===== src/rtl/forex_result_port.sv =====
// Host-facing read port of the FOREX accelerator: buffers detected negative-cycle vertex
// streams in a FIFO and serves them, with status/control/total counters, over Avalon-MM.
module forex_result_port #(
  parameter int PRED_BITS = 6,
  parameter int DEPTH     = 16,
  parameter int CNT_BITS  = $clog2(DEPTH) + 1
) (
  input  logic                 clk,
  input  logic                 reset,
  input  logic                 chipselect,
  input  logic                 read,
  input  logic                 write,
  input  logic [2:0]           address,
  input  logic [31:0]          writedata,
  output logic [31:0]          readdata,
  output logic                 irq,
  input  logic                 cyc_valid,
  input  logic [PRED_BITS-1:0] cyc_vertex,
  input  logic                 cyc_last,
  output logic                 cyc_ready
);

  localparam int PTR_BITS = $clog2(DEPTH);

  logic [PRED_BITS:0]    mem [DEPTH];
  logic [PTR_BITS-1:0]   wr_ptr, rd_ptr;
  logic [CNT_BITS-1:0]   count, count_nxt;
  logic [CNT_BITS-1:0]   pending, pending_nxt;
  logic                  irq_en, irq_en_nxt;
  logic [31:0]           total;
  logic [31:0]           rd_mux;
  logic [PRED_BITS:0]    head;
  logic                  full, empty;
  logic                  ctrl_wr, flush_now;
  logic                  rd_sel, push, pop, push_last, pop_last;
  logic                  unused_writedata;

  assign unused_writedata = ^writedata[31:2];

  assign full      = (count == CNT_BITS'(DEPTH));
  assign empty     = (count == '0);
  assign ctrl_wr   = chipselect && write && (address == 3'd2);
  assign flush_now = ctrl_wr && writedata[1];
  assign cyc_ready = !reset && !full && !flush_now;

  assign head      = mem[rd_ptr];
  assign rd_sel    = chipselect && read;
  assign push      = cyc_valid && cyc_ready;
  assign pop       = rd_sel && (address == 3'd0) && !empty;
  assign push_last = push && cyc_last;
  assign pop_last  = pop && head[PRED_BITS];

  // Next-state occupancy; a flush wins over any push or pop in the same cycle.
  always_comb begin
    count_nxt   = count;
    pending_nxt = pending;
    irq_en_nxt  = ctrl_wr ? writedata[0] : irq_en;
    if (flush_now) begin
      count_nxt   = '0;
      pending_nxt = '0;
    end else begin
      count_nxt = count + CNT_BITS'(push) - CNT_BITS'(pop);
      if (push_last && !pop_last)
        pending_nxt = pending + 1'b1;
      else if (!push_last && pop_last)
        pending_nxt = pending - 1'b1;
    end
  end

  always_comb begin
    rd_mux = '0;
    case (address)
      3'd0: if (!empty)
              rd_mux = {1'b1, head[PRED_BITS], {(30-PRED_BITS){1'b0}}, head[PRED_BITS-1:0]};
      3'd1: rd_mux = {8'd0, {(8-CNT_BITS){1'b0}}, pending, {(8-CNT_BITS){1'b0}}, count,
                      5'd0, irq_en, full, empty};
      3'd2: rd_mux = {31'd0, irq_en};
      3'd3: rd_mux = total;
      default: rd_mux = '0;
    endcase
  end

  always_ff @(posedge clk) begin
    if (push)
      mem[wr_ptr] <= {cyc_last, cyc_vertex};
  end

  always_ff @(posedge clk) begin
    if (reset) begin
      wr_ptr   <= '0;
      rd_ptr   <= '0;
      count    <= '0;
      pending  <= '0;
      irq_en   <= 1'b0;
      total    <= '0;
      readdata <= '0;
      irq      <= 1'b0;
    end else begin
      count    <= count_nxt;
      pending  <= pending_nxt;
      irq_en   <= irq_en_nxt;
      irq      <= irq_en_nxt && (pending_nxt != '0);
      readdata <= rd_sel ? rd_mux : 32'd0;
      if (push_last)
        total <= total + 32'd1;
      if (flush_now) begin
        wr_ptr <= '0;
        rd_ptr <= '0;
      end else begin
        if (push) wr_ptr <= wr_ptr + 1'b1;
        if (pop)  rd_ptr <= rd_ptr + 1'b1;
      end
    end
  end

endmodule

===== config.mk =====
export PLATFORM = sky130hd
export DESIGN_NAME = forex_result_port
export DESIGN_NICKNAME = d
export VERILOG_FILES = /design/src/rtl/forex_result_port.sv
export SDC_FILE = /design/constraint.sdc
export NUM_CORES = 1
export LEC_CHECK = 0
export BUFFER_PORTS_ARGS = -buffer_cell sky130_fd_sc_hd__buf_2
export CAP_MARGIN = 15
export CORE_MARGIN = 2
export CORE_UTILIZATION = 47
export CTS_CLUSTER_DIAMETER = 60
export DETAILED_ROUTE_END_ITERATION = 6
export PLACE_DENSITY = 0.68
export SYNTH_ARGS = -nofsm -noshare
export SYNTH_HDL_FRONTEND = slang
export SYNTH_SLANG_ARGS = --single-unit

===== constraint.sdc =====
create_clock -name clk -period 4.9 [get_ports clk]
set_input_delay 1.225 -clock clk [delete_from_list [all_inputs] [get_ports clk]]
set_output_delay 1.225 -clock clk [all_outputs]
set_load 0.01 [all_outputs]

=== Yosys cells after proc, flatten, opt, wreduce, memory -nomap -nowiden ===
Memories as Yosys holds them, arrays and structs flattened. A register that Yosys moved wholly into a read port is not among the register bits.
Cells that the tools add are included.

* Flip-flop bits (word level): 84
* Latch bits: 0
* Memory bits (writable): 112
* Memory bits (read-only): 0
* Input port bits: 48
* Output and inout port bits: 34
* Logic and storage cells: 56
* Memories: 1

{| class="wikitable"
|+ Memories
! name !! words !! width !! read ports !! clocked after memory_dff !! wr ports !! line !! text
|-
| mem || 16 || 7 || 1 || 1 || 1 || 25 || <nowiki>logic [PRED_BITS:0] mem [DEPTH];</nowiki>
|}

* Add/subtract/negate cells: 7
* $mul: 0
* Div/mod/pow operators: 0
* Magnitude comparators: 0
* Equal/unequal tests: 4
* Shifts and indexed selects: 0
* Multiplexer cells: 10
* Bitwise gates (word level): 1
* Reduce and logical (&&, ||, !) cells: 25

{| class="wikitable"
|+ Operators with widths
! kind !! number
|-
| case mux 32 bit (4 select lines) || 1
|-
| adder 32 x 1 -> 32 bit (second input constant) || 1
|-
| two-way mux 32 bit || 1
|-
| two-way mux 5 bit || 3
|-
| logical AND 1 bit || 14
|-
| adder 4 x 1 -> 4 bit (second input constant) || 2
|-
| two-way mux 4 bit || 2
|-
| equality test 3 x 2 -> 1 bit (second input constant) || 2
|-
| logical NOT 1 bit || 6
|-
| adder 5 x 1 -> 5 bit || 1
|-
| adder 5 x 1 -> 5 bit (second input constant) || 1
|-
| equality test 5 bit (second input constant) || 1
|-
| logical NOT 5 bit || 1
|-
| nonzero test 5 bit || 1
|-
| subtractor 5 x 1 -> 5 bit || 1
|-
| subtractor 5 x 1 -> 5 bit (second input constant) || 1
|-
| OR reduction 2 bit || 2
|-
| equality test 3 x 1 -> 1 bit (second input constant) || 1
|-
| logical NOT 3 bit || 1
|-
| two-way mux 1 bit || 3
|-
| inverter 1 bit || 1
|}

=== Depth between registers and ports, before layout ===
* Depth in word-level cells: 14
* Depth in mapped cells: 14
* Mapped depth without buffers: 14

=== Least setup slack after synthesis ===
Ideal clock, no wire load.

* Path type: input -> register
* From: input chipselect
* To: register count[4]
* Setup time: 0.070 ns
* Arrival time: 3.698 ns
* Required time: 4.830 ns
* Slack: 1.132 ns
* Stages: 13
* Buffers on the path: 1
* Cells stage by stage: nor3b_1 -> a41oi_1 -> and3_1 -> clkbuf_1 -> inv_1 -> ha_1 -> inv_1 -> ha_1 -> fa_1 -> a21oi_1 -> nor2_1 -> or3_1 -> a21oi_1

* Word-level cells in the longest chain between the ends: 8
* Elaborated cells between the ends (all ways): 12
* Those cells by class: add/sub: 2; reduce/logical: 10

{| class="wikitable"
|+ RTL lines
! item !! line !! text
|-
| start, declared || 10 || <nowiki>input logic chipselect,</nowiki>
|-
| logical AND 1 bit (2 in series) || 42 || <nowiki>assign ctrl_wr = chipselect && write && (address == 3'd2);</nowiki>
|-
| logical AND 1 bit || 43 || <nowiki>assign flush_now = ctrl_wr && writedata[1];</nowiki>
|-
| logical NOT 1 bit || 44 || <nowiki>assign cyc_ready = !reset && !full && !flush_now;</nowiki>
|-
| logical AND 1 bit || 44 ||
|-
| logical AND 1 bit || 48 || <nowiki>assign push = cyc_valid && cyc_ready;</nowiki>
|-
| adder 5 x 1 -> 5 bit || 62 || <nowiki>count_nxt = count + CNT_BITS'(push) - CNT_BITS'(pop);</nowiki>
|-
| subtractor 5 x 1 -> 5 bit || 62 ||
|-
| end signal, assigned || 99 || <nowiki>count <= count_nxt;</nowiki>
|-
| end, declared || 27 || <nowiki>logic [CNT_BITS-1:0] count, count_nxt;</nowiki>
|}

Parallel ways exist; a longest one is shown, timed or not.
A chain may end at the register's enable or synchronous reset.

=== Worst setup path after layout ===
Same ends and word-level chain as after synthesis.

==> results_dict.tcl <==
set metrics [dict create \
    slew_headroom 0.357 \
    synth_cells 580 \
    vias 4622 \
    synth_largest_area_cell "edfxtp_1" \
    drive_above_1_share 0.200 \
    grt_pass1_vias 4604 \
    synth.most_common_cell "edfxtp_1" \
    busiest_layer "met2" \
    num-nets-final 699 \
    maxSlewViolCount 0 \
    syn_area_um2 8000 \
    antenna_found_initial 0 \
    diodes 0 \
    vias_per_cell 5.32 \
    synth_area_leaders "edfxtp_1, dfxtp_1, mux4_2, nor2_1, xor2_1" \
    p_per_area_nw_per_um2 374 \
    cap_viol_max_count 0 \
    slowest_delay_ps 410 \
    met2_usage 0.303 \
    cts_setup_buffers 0 \
    post-route-period-util 0.769 \
    tightest_slew_ps 964 \
    yosysWarningCount 0 \
    dr.first_iter.drc_count 423 \
    path_max_fanout 8 \
    synth_seq_cells 200 \
    drc 0 \
    nFillCells 1345 \
    synthArstFlopShare 0 \
    ir_drop_v 0.000322 \
    dp_hpwl_um 10600 \
    use_met3 0.0379 \
    critPathLaunchType "input port" \
    die_area_um2 18100 \
    rsz0062_at_grt "false" \
    reg2reg_slack_ps 1450 \
    crit_required_ps 5260 \
    p_total_uw 3390 \
    grt_usage 0.180 \
    holdBufCountCts 0 \
    cts-root-buf "clkbuf_16" \
    synth_xor_xnor_area_share 0.0405 \
    seq_area_frac_synth 0.640 \
    synth_top_family_by_area "simple AND/OR/NAND/NOR gates" \
    synth_top_area_share 0.420 \
    die_h_um 134 \
    grt_max_degree 37 \
    cts_resized 0 \
    synthAdderAreaFrac 0.0244 \
    syn_nets 643 \
    areaGrowthSynthToFinish_pct 13.2 \
    num_rows 47 \
    syn_avg_cell_area_um2 13.8 \
    fmax_mhz 265 \
    cp_cell_sequence "buf_2 > nor3b_1 > a41oi_1 > buf_4 > and3_1 > inv_1 > ha_1 > inv_1 > ha_1 > fa_1 > a21oi_1 > nor2_1 > or3_1 > a21oi_1" \
    grt_pass1_wl_um 24400 \
    die_w_um 134 \
    finClkSkew_ps 9.40 \
    synth_edf_count 112 \
    end_kind "flip-flop" \
    gr-usage-met1 0.233 \
    hold_violations 0 \
    cts_buffers 17 \
    antenna_left 0 \
    dr.pass1.iters 5 \
    slowest_stage "fa_1" \
    clock_sinks 200 \
    synthFlopType "edfxtp_1" \
    htreeDepth 4 \
    crit_type "input port to flip-flop" \
    pin_count 82 \
    portBuffers 51 \
    status "complete, no violations" \
    synthMuxAreaShare 0.115 \
    fin_crit_ps 3770 \
    cts_tree "built" \
    min_path_type "flip-flop to flip-flop" \
    clk_pin_slew_ps 70 \
    synth_compound_area_frac 0.0336 \
    ys_types 51 \
    synthTopCellsByCount "edfxtp_1, dfxtp_1, nor2_1" \
    setup_viol_count_final 0 \
    setup_tns_ps 0 \
    coreArea_um2 16600 \
    synth-simple-area-share 0.126 \
    cp_data_arrival_time_ps 4130 \
    routed_wl_um 15500 \
    clock_path_buffers 2 \
    wire_per_inst_um 17.8 \
    gp_congestion 0.872 \
    start_util 0.481 \
    clk_latency_ps 440 \
    grt_remaining_overflow 0 \
    cellLeakagePower_uw 0.00315 \
]
-- where the power goes --
part	switching, µW	internal, µW
combinational	134	98.6
clock	660	674
sequential	29.0	1790
total	822	2570
-- worst max-delay path, delay by kind of cell --
family / cells / cell delay [ps]
AO/OA/AOI/OAI: 3 / 610
adder cells (fa/ha/maj): 3 / 890
buffers and inverters: 4 / 460
AND/OR/NAND/NOR: 4 / 950
-- cells in the final DEF, fill, tap and decap left out, drive strengths merged, types with 2 or more instances in the layout --
cell,n
nand2b,3
a21oi,13
nand3b,2
nor3,11
nand2,25
o21ai,9
a22oi,8
inv,21
clkbuf,18
nor4,5
a211oi,2
and4,2
buf,60
clkinvlp,2
dfxtp,88
mux4,32
or3,8
nand3,13
mux2i,19
edfxtp,112
clkinv,6
nand4,8
ha,14
xnor2,11
a41oi,2
a31oi,2
and3,11
nor2,80
nor3b,4
and2,19
xor2,26
-- cells by family after synthesis --
kind of cell | Yosys count
compound gates | 42
flops | 200
buf+inv | 38
xor+xnor | 37
mux | 52
fa+ha+maj | 15
simple gates | 196
-- stage by stage --
stage               setup slack (ps)   util  hold WS, ps  instance area, µm²  std cells
floorplan                       1130      -          462                8000        580
global placement                 785  0.510          487                8500        837
detailed placement               721  0.510          499                8500        837
CTS                             1180  0.545          511                9060        869
global route                     969  0.545          528                9060        869
finish                          1130  0.545          506                9060        869
-- path summary, 6_finish.rpt --
path | start | endpoint | cells past startpoint
max | chipselect | count[4] | 14
min | total[26] | readdata[26] | 1
max reg2reg | count[2] | count[4] | 14
min reg2reg | total[26] | readdata[26] | 1
-- layer usage --
layer | vias up | wire length [µm]
met2 | 110 | 7780
li1 | 2234 | -
met5 | - | 0
met3 | 11 | 631
met4 | 0 | 174
met1 | 2267 | 6880
-- sequential cells by signal, indices dropped and copies added (netlist names), named ones only --
signal,count
mem,112
irq_en,1
wr_ptr,4
total,32
irq,1
rd_ptr,4
pending,5
readdata,32
count,5
-- layout make-up --
| cell class | count | area, µm² | share of cell area |
|---|---|---|---|
| inverters | 15 | 56.3 | 0.00621 |
| repair buffers | 60 | 323 | 0.0356 |
| flip-flops and latches | 200 | 5130 | 0.566 |
| clock buffers | 18 | 429 | 0.0473 |
| well taps | 220 | 275 | 0.0304 |
| multi-input cells | 342 | 2720 | 0.300 |
| clock inverters | 14 | 139 | 0.0153 |
No activity file was read; power rests on OpenSTA's default activity.
